<file path="src/rtl/program_loader_if.sv">
// Byte-stream in / memory-write out bundle for the program loader.
// slave = the loader itself, master = the byte source and memory side.
interface program_loader_if #(
  parameter int DataWidth = 16,
  parameter int AddrWidth = 8
);
  logic [7:0]           Rx_Data;
  logic                 Rx_Valid;
  logic                 Rx_Ready;
  logic [AddrWidth-1:0] Mem_Addr;
  logic [DataWidth-1:0] Mem_Data;
  logic                 Mem_Wr;
  logic                 CPU_Hold;
  logic                 Done;
  logic                 Err;

  modport slave (
    input  Rx_Data, Rx_Valid,
    output Rx_Ready, Mem_Addr, Mem_Data, Mem_Wr, CPU_Hold, Done, Err
  );

  modport master (
    output Rx_Data, Rx_Valid,
    input  Rx_Ready, Mem_Addr, Mem_Data, Mem_Wr, CPU_Hold, Done, Err
  );
endinterface

</file>
<file path="src/rtl/program_loader.sv">
// Frame-driven program memory writer: SYNC, ADDR, COUNT, COUNT words (MSB first), CHK.
// Holds the CPU in reset while a frame loads; words are written with a one-cycle strobe.
module program_loader #(
  parameter int         DataWidth     = 16,
  parameter int         AddrWidth     = 8,
  parameter logic [7:0] SyncByte      = 8'hA5,
  parameter int         TimeoutCycles = 1024
) (
  input  logic            Clk,
  input  logic            Reset,
  program_loader_if.slave bus
);
  localparam int BPW = DataWidth / 8;
  localparam int BW  = (BPW > 1) ? $clog2(BPW) : 1;
  localparam int IW  = $clog2(TimeoutCycles + 1);

  typedef enum logic [2:0] {S_IDLE, S_ADDR, S_COUNT, S_DATA, S_WRITE, S_CHK} state_t;

  state_t               state;
  logic                 rx_ready;
  logic [AddrWidth-1:0] addr, mem_addr;
  logic [DataWidth-1:0] word, mem_data;
  logic [7:0]           cnt, sum;
  logic [BW-1:0]        bidx;
  logic [IW-1:0]        idle;
  logic                 mem_wr, cpu_hold, done, err;

  logic                 acc;
  logic [DataWidth-1:0] word_nxt;
  logic [7:0]           sum_nxt;
  logic                 in_frame;

  always_comb begin
    acc      = bus.Rx_Valid & rx_ready;
    word_nxt = (word << 8) | DataWidth'(bus.Rx_Data);
    sum_nxt  = sum + bus.Rx_Data;
    in_frame = (state == S_ADDR) || (state == S_COUNT) || (state == S_DATA) || (state == S_CHK);
  end

  always_ff @(posedge Clk or negedge Reset) begin
    if (!Reset) begin
      state    <= S_IDLE;
      rx_ready <= 1'b1;
      addr     <= '0;
      mem_addr <= '0;
      word     <= '0;
      mem_data <= '0;
      cnt      <= '0;
      sum      <= '0;
      bidx     <= '0;
      idle     <= '0;
      mem_wr   <= 1'b0;
      cpu_hold <= 1'b0;
      done     <= 1'b0;
      err      <= 1'b0;
    end else begin
      mem_wr <= 1'b0;
      done   <= 1'b0;
      case (state)
        S_IDLE: if (acc && bus.Rx_Data == SyncByte) begin
          state    <= S_ADDR;
          cpu_hold <= 1'b1;
          err      <= 1'b0;
          sum      <= '0;
          idle     <= '0;
        end
        S_ADDR: if (acc) begin
          addr  <= bus.Rx_Data[AddrWidth-1:0];
          sum   <= sum_nxt;
          idle  <= '0;
          state <= S_COUNT;
        end
        S_COUNT: if (acc) begin
          cnt   <= bus.Rx_Data;
          sum   <= sum_nxt;
          idle  <= '0;
          bidx  <= '0;
          state <= (bus.Rx_Data == 8'd0) ? S_CHK : S_DATA;
        end
        S_DATA: if (acc) begin
          sum  <= sum_nxt;
          idle <= '0;
          word <= word_nxt;
          // Last byte of the word: present the write on this same edge so the
          // strobe lands in the cycle right after the byte is accepted.
          if (bidx == BW'(BPW - 1)) begin
            mem_addr <= addr;
            mem_data <= word_nxt;
            mem_wr   <= 1'b1;
            rx_ready <= 1'b0;
            state    <= S_WRITE;
          end else begin
            bidx <= bidx + 1'b1;
          end
        end
        S_WRITE: begin
          addr     <= addr + 1'b1;
          cnt      <= cnt - 8'd1;
          bidx     <= '0;
          idle     <= '0;
          rx_ready <= 1'b1;
          state    <= (cnt == 8'd1) ? S_CHK : S_DATA;
        end
        S_CHK: if (acc) begin
          if (sum_nxt == 8'd0) done <= 1'b1;
          else                 err  <= 1'b1;
          sum      <= sum_nxt;
          idle     <= '0;
          cpu_hold <= 1'b0;
          state    <= S_IDLE;
        end
        default: begin
          state    <= S_IDLE;
          rx_ready <= 1'b1;
          cpu_hold <= 1'b0;
        end
      endcase

      // Inter-byte watchdog; only reachable when no byte moved this cycle.
      if (in_frame && !acc) begin
        if (idle == IW'(TimeoutCycles - 1)) begin
          err      <= 1'b1;
          cpu_hold <= 1'b0;
          idle     <= '0;
          state    <= S_IDLE;
        end else begin
          idle <= idle + 1'b1;
        end
      end
    end
  end

  assign bus.Rx_Ready = rx_ready;
  assign bus.Mem_Addr = mem_addr;
  assign bus.Mem_Data = mem_data;
  assign bus.Mem_Wr   = mem_wr;
  assign bus.CPU_Hold = cpu_hold;
  assign bus.Done     = done;
  assign bus.Err      = err;
endmodule

</file>
<file path="src/flat_wrapper.sv">
// flat-port wrapper written by rule: the top's interface ports become plain ports
module program_loader_flat 
#(
  parameter int         DataWidth     = 16,
  parameter int         AddrWidth     = 8,
  parameter logic [7:0] SyncByte      = 8'hA5,
  parameter int         TimeoutCycles = 1024
)
  (Clk, Reset, bus_Rx_Data, bus_Rx_Valid, bus_Rx_Ready, bus_Mem_Addr, bus_Mem_Data, bus_Mem_Wr, bus_CPU_Hold, bus_Done, bus_Err);
  program_loader_if #(.DataWidth(DataWidth), .AddrWidth(AddrWidth)) bus_i ();
  input  logic Clk;
  input  logic Reset;
  input wire logic [$bits(bus_i.Rx_Data)-1:0] bus_Rx_Data;
  input wire logic [$bits(bus_i.Rx_Valid)-1:0] bus_Rx_Valid;
  output wire logic [$bits(bus_i.Rx_Ready)-1:0] bus_Rx_Ready;
  output wire logic [$bits(bus_i.Mem_Addr)-1:0] bus_Mem_Addr;
  output wire logic [$bits(bus_i.Mem_Data)-1:0] bus_Mem_Data;
  output wire logic [$bits(bus_i.Mem_Wr)-1:0] bus_Mem_Wr;
  output wire logic [$bits(bus_i.CPU_Hold)-1:0] bus_CPU_Hold;
  output wire logic [$bits(bus_i.Done)-1:0] bus_Done;
  output wire logic [$bits(bus_i.Err)-1:0] bus_Err;
  assign bus_i.Rx_Data = bus_Rx_Data;
  assign bus_i.Rx_Valid = bus_Rx_Valid;
  assign bus_Rx_Ready = bus_i.Rx_Ready;
  assign bus_Mem_Addr = bus_i.Mem_Addr;
  assign bus_Mem_Data = bus_i.Mem_Data;
  assign bus_Mem_Wr = bus_i.Mem_Wr;
  assign bus_CPU_Hold = bus_i.CPU_Hold;
  assign bus_Done = bus_i.Done;
  assign bus_Err = bus_i.Err;
  program_loader #(.DataWidth(DataWidth), .AddrWidth(AddrWidth), .SyncByte(SyncByte), .TimeoutCycles(TimeoutCycles)) u_core (.Clk(Clk), .Reset(Reset), .bus(bus_i));
endmodule
</file>
<file path="config.mk">
export PLATFORM = sky130hd
export DESIGN_NAME = program_loader_flat
export DESIGN_NICKNAME = d
export VERILOG_FILES = /design/src/rtl/program_loader_if.sv /design/src/rtl/program_loader.sv /design/src/flat_wrapper.sv
export SDC_FILE = /design/constraint.sdc
export NUM_CORES = 1
export LEC_CHECK = 0
export BUFFER_PORTS_ARGS = -buffer_cell sky130_fd_sc_hd__buf_2
export CAP_MARGIN = 20
export CORE_ASPECT_RATIO = 1.2
export CORE_MARGIN = 5
export CORE_UTILIZATION = 50
export CTS_CLUSTER_DIAMETER = 100
export DETAILED_ROUTE_END_ITERATION = 10
export GPL_TIMING_DRIVEN = 0
export HOLD_SLACK_MARGIN = 0.08
export PLACE_DENSITY = 0.73
export SLEW_MARGIN = 20
export SYNTH_ARGS = -nofsm -noshare
export SYNTH_HDL_FRONTEND = slang
export SYNTH_SLANG_ARGS = --single-unit
</file>
<file path="constraint.sdc">
create_clock -name Clk -period 5 [get_ports Clk]
set_input_delay 0.25 -clock Clk [delete_from_list [all_inputs] [get_ports Clk]]
set_output_delay 0.25 -clock Clk [all_outputs]
set_load 0.02 [all_outputs]
</file>
# Word-level counts from Yosys, hierarchy flattened
# Index checks and enable logic that the tools add are counted.
word_totals:
  reg_bits: 76
  in_bits: 11
  output_inout_bits: 29
  elab_cells: 109
classes:
  add_sub_neg: 5
  eq_ne: 16
  mux: 46
  bitwise: 3
  n_reduce_logical: 25
ops:
  columns: ["op", "n"]
  rows:
  - ["8-bit case mux with 2 select lines", 3]
  - ["11-bit 2-to-1 mux", 4]
  - ["11-bit case mux with 3 select lines", 1]
  - ["3-bit 2-to-1 mux", 10]
  - ["8-bit 2-to-1 mux", 3]
  - ["1-bit 2-to-1 mux", 20]
  - ["3-bit case mux with 6 select lines", 1]
  - ["8-bit logical NOT", 2]
  - ["16-bit by 8-bit OR with 16-bit output", 1]
  - ["3-bit AND reduction", 5]
  - ["2-bit by 1-bit inequality test with 1-bit output, second input constant", 6]
  - ["4-bit OR reduction", 3]
  - ["11-bit by 1-bit adder with 11-bit output, second input constant", 1]
  - ["11-bit by 10-bit == test with 1-bit output, second input constant", 1]
  - ["8-bit by 1-bit adder with 8-bit output, second input constant", 1]
  - ["8-bit adder", 1]
  - ["8-bit by 1-bit == test with 1-bit output, second input constant", 1]
  - ["8-bit == test, second input constant", 1]
  - ["8-bit by 1-bit subtractor with 8-bit output, second input constant", 1]
  - ["3-bit by 2-bit == test with 1-bit output, second input constant", 2]
  - ["3-bit == test, second input constant", 2]
  - ["3-bit by 1-bit inequality test with 1-bit output, second input constant", 2]
  - ["1-bit case mux with 3 select lines", 2]
  - ["2-bit AND reduction", 3]
  - ["12 further kinds", 18]

# Logic depth before layout (Yosys ltp)
# Gate-level depths: netlist (run 1).
logic_depth:
  word_depth: 7
  mapped_depth: 7
  depth_no_buf: 7

# Least setup slack after synthesis (run 1)
# Ideal clock, no wire load.
synth_path:
  path_kind: "register -> register"
  from: "reg u_core.sum[0]"
  to: "reg u_core.done (netlist: u_core.bus.Done)"
  setup_time_ps: 66
  arrival_ps: 2095
  required_ps: 4934
  path_slack_ps: 2838
  stages_incl_launch_ff: 8
  n_path_buf: 0
  synth_period_minus_slack_ps: 2162
  cell_sequence: "dfrtp_1 ha_1 fa_1 a211oi_1 o21bai_1 a2111oi_0 and4bb_2 and3_1"
synth_between:
  elab_chain_cells: 5
synth_lines:
  columns: ["element", "line_no", "text"]
  rows:
  - ["start, declared", "program_loader.sv:23", "logic [7:0] cnt, sum;"]
  - ["start signal, assigned", "program_loader.sv:69", "sum <= sum_nxt;"]
  - ["start signal, assigned", "program_loader.sv:75", "sum <= sum_nxt;"]
  - ["start signal, assigned", "program_loader.sv:81", "sum <= sum_nxt;"]
  - ["8-bit adder", "program_loader.sv:36", "sum_nxt = sum + bus.Rx_Data;"]
  - ["8-bit logical NOT", "program_loader.sv:105", "if (sum_nxt == 8'd0) done <= 1'b1;"]
  - ["1-bit 2-to-1 mux", "program_loader.sv:105", null]
  - ["1-bit 2-to-1 mux", "program_loader.sv:104", "S_CHK: if (acc) begin"]
  - ["1-bit 2-to-1 mux", "program_loader.sv:59", "case (state)"]
  - ["end signal, assigned", "program_loader.sv:54", "done <= 1'b0;"]
  - ["end signal, assigned", "program_loader.sv:58", "done <= 1'b0;"]
  - ["end signal, assigned", "program_loader.sv:105", null]
  - ["end, declared", "program_loader.sv:26", "logic mem_wr, cpu_hold, done, err;"]
# No other way between the ends.
# A chain may end at the register's enable or synchronous reset.

# Worst setup path after layout (run 1)
# Ends and elaborated chain as after synthesis.

==> results of run 1 <==
## cell families after synthesis
group	after synthesis	synth area share, %
and+or+nand+nor	123	16.7
AOI/OAI and AO/OA	95	17.1
DFF	76	49.3
muxes	33	9.59
buffers and inverters	22	2.53
adders and majority gates	12	4.08
xor gates and xnor gates	3	0.681
## report_power, final
part	internal, mW	leakage, nW	total, mW	switching [mW]
combinational	0.500	0.907	1.16	0.665
sequential	0.851	0.968	1.02	0.171
clock	0.243	0.0946	0.479	0.236
total	1.59	1.97	2.67	1.07
## path summary, 6_finish.rpt
kind / start / slack (ns) / to / cells past startpoint
setup / recovery: u_core.sum[0] / 2.37 / u_core.bus.Done / 7
hold / removal: bus_Rx_Data[7] / 0.24 / u_core.cnt[7] / 3
setup reg to reg: u_core.sum[0] / 2.37 / u_core.bus.Done / 7
hold reg to reg: u_core.word[5] / 0.50 / u_core.bus.Mem_Data[13] / 1
max in group asynchronous: Reset / 4.05 / u_core.bus.Rx_Ready / 3
min in group asynchronous: Reset / 0.34 / u_core.cnt[0] / 2
## sequential cells by signal, summed over array words and instances (netlist names), 3 cells and up
register             count
u_core.sum               8
u_core.state             3
u_core.cnt               8
u_core.bus.Mem_Data     16
u_core.addr              8
u_core.bus.Mem_Addr      8
u_core.word              8
u_core.idle             11
## area by class of cell
| class | count | area (sq um) | area share [%] |
|---|---|---|---|
| repair buffers | 41 | 235 | 5.33 |
| clock buffers | 10 | 138 | 3.12 |
| multi-input cells | 266 | 1860 | 42.2 |
| plain buffers | 13 | 63.8 | 1.45 |
| flip-flops and latches | 76 | 1900 | 43.1 |
| inverters | 9 | 33.8 | 0.766 |
| clock inverters | 5 | 62.6 | 1.42 |
| well taps | 92 | 115 | 2.61 |
## placed cells by master (no fill, tap or decap), types with 7 or more instances in the layout
| master | instances |
|---|---|
| a21oi_1 | 11 |
| a221o_1 | 7 |
| a22o_1 | 10 |
| buf_2 | 43 |
| clkbuf_8 | 10 |
| dfrtp_1 | 75 |
| ha_1 | 11 |
| inv_1 | 9 |
| mux2_2 | 32 |
| nand2_1 | 29 |
| nand3_1 | 7 |
| nor2_1 | 28 |
| nor3_1 | 11 |
| o21ai_0 | 20 |
| o21ai_1 | 8 |
| or3_1 | 7 |
## routing by layer
metal  global-route usage [%]  wire (um)
met1                     25.1       3860
met5                        0          0
met4                     7.13        163
met2                     33.7       4420
met3                     4.10        437
## stage by stage
step	setup slack (ns)	utilization [%]	hold slack, ns	cell area (sq um)	total power, mW
5_1_grt	2.10	57.9	0.229	4410	2.87
4_1_cts	2.34	57.9	0.235	4410	2.68
6_report	2.37	57.9	0.240	4410	2.67
3_5_place_dp	2.34	55.1	0.169	4200	2.18
2_1_floorplan	2.84	-	-0.0456	3860	1.86
3_3_place_gp	2.38	54.7	0.471	4170	2.14
## worst min-delay path, delay by kind of cell
| family | cells | cell delay [ns] |
|---|---|---|
| buffers and inverters | 1 | 0.16 |
| and+or+nand+nor | 2 | 0.13 |
==> run_results.csv, run 1 <==
group,metric,value,unit
outcome,status,"complete, no violations",
cts,cts_buffer_depth,2,
sta,setup_viol,0,
floorplanning,coreArea,7620,sq um
placement,port_buffers,39,
synth,netlist_instances,364,
cts,clk_latency,0.36,ns
worst_setup_path,critical_path.max_fanout,3,
synth,synthFlopType,"dfrtp_1",
placement,post-place-cells,496,
synth,ys_ff_latch,76,
global_routing,grt_pass1_vias,3187,
global_routing,track_usage,19.9,%
floorplanning,fp.dieArea,9580,sq um
synth,ys_warn_count,0,
sta,period_needed,2.63,ns
layout,fillCellCount,669,
layout,n_antenna_cell,0,
synth,netlist_area,3860,sq um
cts,h-tree-depth,3,
worst_setup_path,required,5.30,ns
worst_setup_path,critPathTopFamily,"compound AO/OA/AOI/OAI gates",
worst_setup_path,path_cells,"ha_1 -> fa_1 -> a211oi_1 -> o21bai_1 -> a2111oi_0 -> and4bb_2 -> and3_1",
route,vias_per_cell,6.04,
sta,fin_crit_sh,52.6,%
sta,hold_violations,0,
worst_setup_path,crit_arrival,2.93,ns
worst_setup_path,startpoint_type,"flip-flop",
synth,synth_edf_count,0,
cts,cts_hold_buf,1,
placement,post-dp-hpwl,6240,um
floorplanning,start_util,50.7,%
worst_setup_path,cpMaxStageDelayCell,"a2111oi_0",
sta,drv_slew,0,
cts,cts_tree,"built",
cts,cts_buffers,9,
global_routing,grt_first_pass_wirelength,15500,um
synth,ys_seq_area_share,49.3,%
sta,fin_skew,0.00927,ns
route,first_pass_iters,4,
cts,post-cts-setup-buffer-count,0,
synth,syn_nets,387,
synth,synth_top_cell_by_area,"dfrtp_1",
layout,drive_gt1_share,26.0,%
layout,final_nets,439,
synth,yosysTopAreaCellShare,48.6,%
route,drtIter0Drc,227,
route,antenna_left,0,
cts,clk_pin_slew_worst_paths,0.08,ns
sta,rsz0062_at_grt,"no",
power,powerDensity,604,nW/um^2
worst_setup_path,slowest_delay,0.56,ns
sta,worstMarginPinSlew,1.08,ns
route,drt_wl_total,8880,um
floorplanning,die_w,90.2,um
floorplanning,ioPinCount,40,
cts,cts_root_buf,"clkbuf_8",
global_routing,grt_antenna_before_repair,0,
floorplanning,die_y,106,um
synth,synthArstFlopShare,100,%
hold_path,hp-class,"primary input to flip-flop",
sta,fmax,0.381,GHz
sta,setup-tns-final,0,ns
floorplanning,row_count,35,
synth,synth_common_cells,"dfrtp_1, mux2_2, nand2_1, nor2_1, o21ai_0",
route,post_drt_wl_per_cell,17.3,um
global_routing,grt_start_max_net_pins,56,
worst_setup_path,path_class,"flip-flop to flip-flop",
worst_setup_path,end_kind,"flip-flop",
layout,final_cells,512,
cts,clock-sinks,76,
worst_setup_path,path_buf_inv,0,
route,drcViolationCount,0,
run,cap_violations,0,
global_routing,grt-ovfl-total,0,
synth,ys_types,58,
cts,postCtsResizedCells,0,
layout,area_delta_synth_final,14.3,%
route,vias,3095,
synth,yosysMostFrequentCell,"dfrtp_1",
synth,avgSynthCellArea,10.6,sq um
sta,slew_headroom,27.5,%
power,leakagePower,1.97,nW
synth,synth.area.top_cells,"dfrtp_1, mux2_2, ha_1",
placement,gp_congestion,0.837,
power,peakVddDrop,0.382,mV
Power figures use the tool's default switching activity.
==> inputs of run 2 (changes only) <==
--- a/config.mk
+++ b/config.mk
@@ -5,6 +5,7 @@
 export SDC_FILE = /design/constraint.sdc
 export NUM_CORES = 1
 export LEC_CHECK = 0
+export ABC_AREA = 1
 export BUFFER_PORTS_ARGS = -buffer_cell sky130_fd_sc_hd__buf_2
 export CAP_MARGIN = 20
 export CORE_ASPECT_RATIO = 1.2
@@ -14,7 +15,7 @@
 export DETAILED_ROUTE_END_ITERATION = 10
 export GPL_TIMING_DRIVEN = 0
 export HOLD_SLACK_MARGIN = 0.08
-export PLACE_DENSITY = 0.73
+export PLACE_DENSITY = 0.76
 export SLEW_MARGIN = 20
 export SYNTH_ARGS = -nofsm -noshare
 export SYNTH_HDL_FRONTEND = slang
==> constraint.sdc (replaced) <==
create_clock -name Clk -period 2.4 [get_ports Clk]
set_input_delay 0.12 -clock Clk [delete_from_list [all_inputs] [get_ports Clk]]
set_output_delay 0.12 -clock Clk [all_outputs]
set_load 0.02 [all_outputs]
==> run 2 against run 1 <==
Net effect: sequential share of layout area decreased by 1.7 points; register-to-register slack got worse by 2.0 ns; sequential cell count unchanged; wire length increased by 3.2%; largest cell class unchanged; area after synthesis increased by 4.6%; total power increased by 32%; global-route usage about the same; synthesized cell count increased by 37%; largest power group is now sequential cells.
==> run_results.csv, run 2 <==
group,metric,value,unit
synth,ys_seq_area_share,47.1,%
route,antenna_left,0,
hold_path,min_to,"u_core.sum[0]",
sta,slew_headroom,62.5,%
route,drcViolationCount,0,
placement,post-dp-hpwl,6520,um
synth,yosysTopAreaCellShare,46.5,%
layout,area_delta_synth_final,13.8,%
layout,layout_commonest_cell,"nand2_1",
worst_setup_path,critical_path.max_fanout,2,
worst_setup_path,startpoint_type,"flip-flop",
global_routing,grt_antenna_before_repair,0,
synth,synth_edf_count,0,
sta,fmax,0.490,GHz
synth,syn_nets,523,
outcome,status,"complete, no violations",
placement,port_buffers,39,
placement,gp_congestion,0.932,
synth,ys_warn_count,0,
sta,fin_crit_sh,85.0,%
sta,setup-tns-final,0,ns
hold_path,hp-class,"primary input to flip-flop",
route,drtIter0Drc,255,
cts,clk_pin_slew_worst_paths,0.08,ns
synth,yosysMostFrequentCell,"nand2_1",
floorplanning,die_y,108,um
route,first_pass_iters,5,
power,powerDensity,767,nW/um^2
worst_setup_path,path_class,"flip-flop to flip-flop",
floorplanning,start_util,50.4,%
synth,synth_common_cells,"nand2_1, dfrtp_1, inv_1, nor2_1, nand3_1",
worst_setup_path,end_kind,"flip-flop",
cts,clock-sinks,76,
floorplanning,coreArea,8020,sq um
power,leakagePower,2.46,nW
global_routing,track_usage,19.9,%
worst_setup_path,reg2reg_depth,9,
floorplanning,row_count,36,
synth,ys_types,37,
floorplanning,die_w,92.0,um
synth,synth.area.top_cells,"dfrtp_1, nand2_1, inv_1",
floorplanning,ioPinCount,40,
route,vias_per_cell,5.36,
floorplanning,fp.dieArea,9980,sq um
cts,cts_buffer_depth,2,
sta,drv_slew,0,
sta,fin_skew,0.00844,ns
global_routing,grt_start_max_net_pins,44,
worst_setup_path,timing.rr.end,"u_core.bus.Err",
layout,fillCellCount,727,
worst_setup_path,r2r_slack,0.36,ns
sta,worstMarginPinSlew,0.562,ns
cts,clk_latency,0.36,ns
power,report.power.total,3.53,mW
layout,n_antenna_cell,0,
cts,cts_buffers,9,
global_routing,grt_first_pass_wirelength,15800,um
worst_setup_path,required,2.65,ns
layout,layout_common_cells,"nand2_1, dfrtp_1, inv_1, buf_2, nor2_1",
cts,cts_tree,"built",
hold_path,hold_start,"bus_Rx_Data[0]",
run,cap_violations,0,
layout,drive_gt1_share,17.4,%
worst_setup_path,r2r-start,"u_core.sum[0]",
synth,avgSynthCellArea,8.08,sq um
sta,period_needed,2.04,ns
route,post_drt_wl_per_cell,14.1,um
synth,netlist_area,4040,sq um
global_routing,grt-ovfl-total,0,
synth,ys_ff_latch,76,
sta,setup_viol,0,
cts,h-tree-depth,3,
sta,rsz0062_at_grt,"no",
global_routing,grt_pass1_vias,3439,
synth,netlist_instances,500,
route,drt_wl_total,9160,um
sta,hold_violations,0,
power,peakVddDrop,0.380,mV
cts,cts_root_buf,"clkbuf_8",
route,vias,3494,
synth,synthArstFlopShare,100,%
synth,synth_top_cell_by_area,"dfrtp_1",
worst_setup_path,crit_arrival,2.29,ns
synth,synthFlopType,"dfrtp_1",
hold_path,holdPathStages,4,
layout,largest_register_ffs,16,
layout,final_nets,575,
[run 2: cell types whose count changed in the layout (fill, tap and decap cells not counted), sizes merged, moves of 6 or more]
| cell | delta |
|---|---|
| nand2 | +139 |
| inv | +55 |
| mux2 | -32 |
| nand3 | +29 |
| o21ai | +14 |
| nor2 | +12 |
| o221ai | +12 |
| a22o | -10 |
| nor3 | -8 |
| a221o | -7 |
| or3 | -7 |
| clkbuf | -6 |
| nand4 | +6 |
| o311ai | -6 |
[run 2: cell families after synthesis]
kind of cell	after synthesis	synth area share, %
simple gates	263	29.7
compound gates	72	10.6
xor+xnor	6	1.30
buf+inv	71	7.41
fa+ha+maj	12	3.90
flops	76	47.1
[run 2: layout make-up]
| type | count | area [sq um] | area share, % |
|---|---|---|---|
| Buffer | 7 | 56.3 | 1.23 |
| Inverter | 64 | 243 | 5.28 |
| Multi-Input combinational cell | 353 | 1840 | 39.9 |
| Sequential cell | 76 | 1900 | 41.4 |
| Timing Repair Buffer | 41 | 228 | 4.96 |
| Clock inverter | 5 | 60.1 | 1.31 |
| Clock buffer | 11 | 151 | 3.29 |
| Tap cell | 95 | 119 | 2.59 |
[run 2: power breakdown]
group	leakage, nW	internal (mW)	switching, mW
clock network	0.106	0.538	0.485
logic	1.37	0.320	0.568
registers	0.988	1.47	0.145
total	2.46	2.33	1.20
[run 2: worst max path at each step]
| stage | endpoint | from | depth (start not counted) | slack, ns |
|---|---|---|---|---|
| 4_1_cts | u_core.bus.Err | u_core.sum[0] | 9 | 0.38 |
| 3_5_place_dp | u_core.bus.Err | u_core.sum[0] | 9 | 0.40 |
| 6_report | u_core.bus.Err | u_core.sum[0] | 9 | 0.36 |
| 3_3_place_gp | u_core.bus.Err | u_core.sum[0] | 9 | 0.43 |
| 2_1_floorplan | u_core.bus.Err | u_core.sum[0] | 9 | 0.60 |
| 5_1_grt | u_core.bus.Err | u_core.sum[0] | 9 | 0.26 |
[run 2: worst max-delay path, cell delays in order (launching register included)]
cell	delay (ns)
dfrtp_1	0.38
ha_1	0.21
fa_1	0.45
or2_2	0.30
nor2_1	0.14
nand3_1	0.10
nor2_1	0.13
nand2_1	0.09
nand2_1	0.06
nand2_1	0.06
[run 2: timing repair]
| action | 4_1_cts | 5_1_grt |
|---|---|---|
| setup endpoints to repair | 0 | 0 |
| resized for setup | 0 | 0 |
| buffers inserted | 0 | 0 |
| endpoints found under the hold margin | 41 | 0 |
| hold buffers | 1 | 0 |
[run 2: per-stage QoR]
step	instance area [sq um]	std cells	setup WS, ns	utilization (%)	hold slack (ns)
after floorplan	4040	500	0.603	-	-0.176
after global placement	4350	634	0.434	54.3	0.456
after detailed placement	4370	635	0.404	54.6	0.156
after CTS	4600	652	0.385	57.3	0.108
after global routing	4600	652	0.257	57.3	0.159
final	4600	652	0.360	57.3	0.115
[run 2: routing by layer]
| layer | vias to the layer above | share of wire, % | track usage [%] |
|---|---|---|---|
| met5 | - | 0 | 0 |
| met1 | 1627 | 44 | 24.9 |
| met4 | 0 | 2.4 | 9.02 |
| li1 | 1722 | - | - |
| met3 | 25 | 6.6 | 4.59 |
| met2 | 120 | 47 | 32.9 |
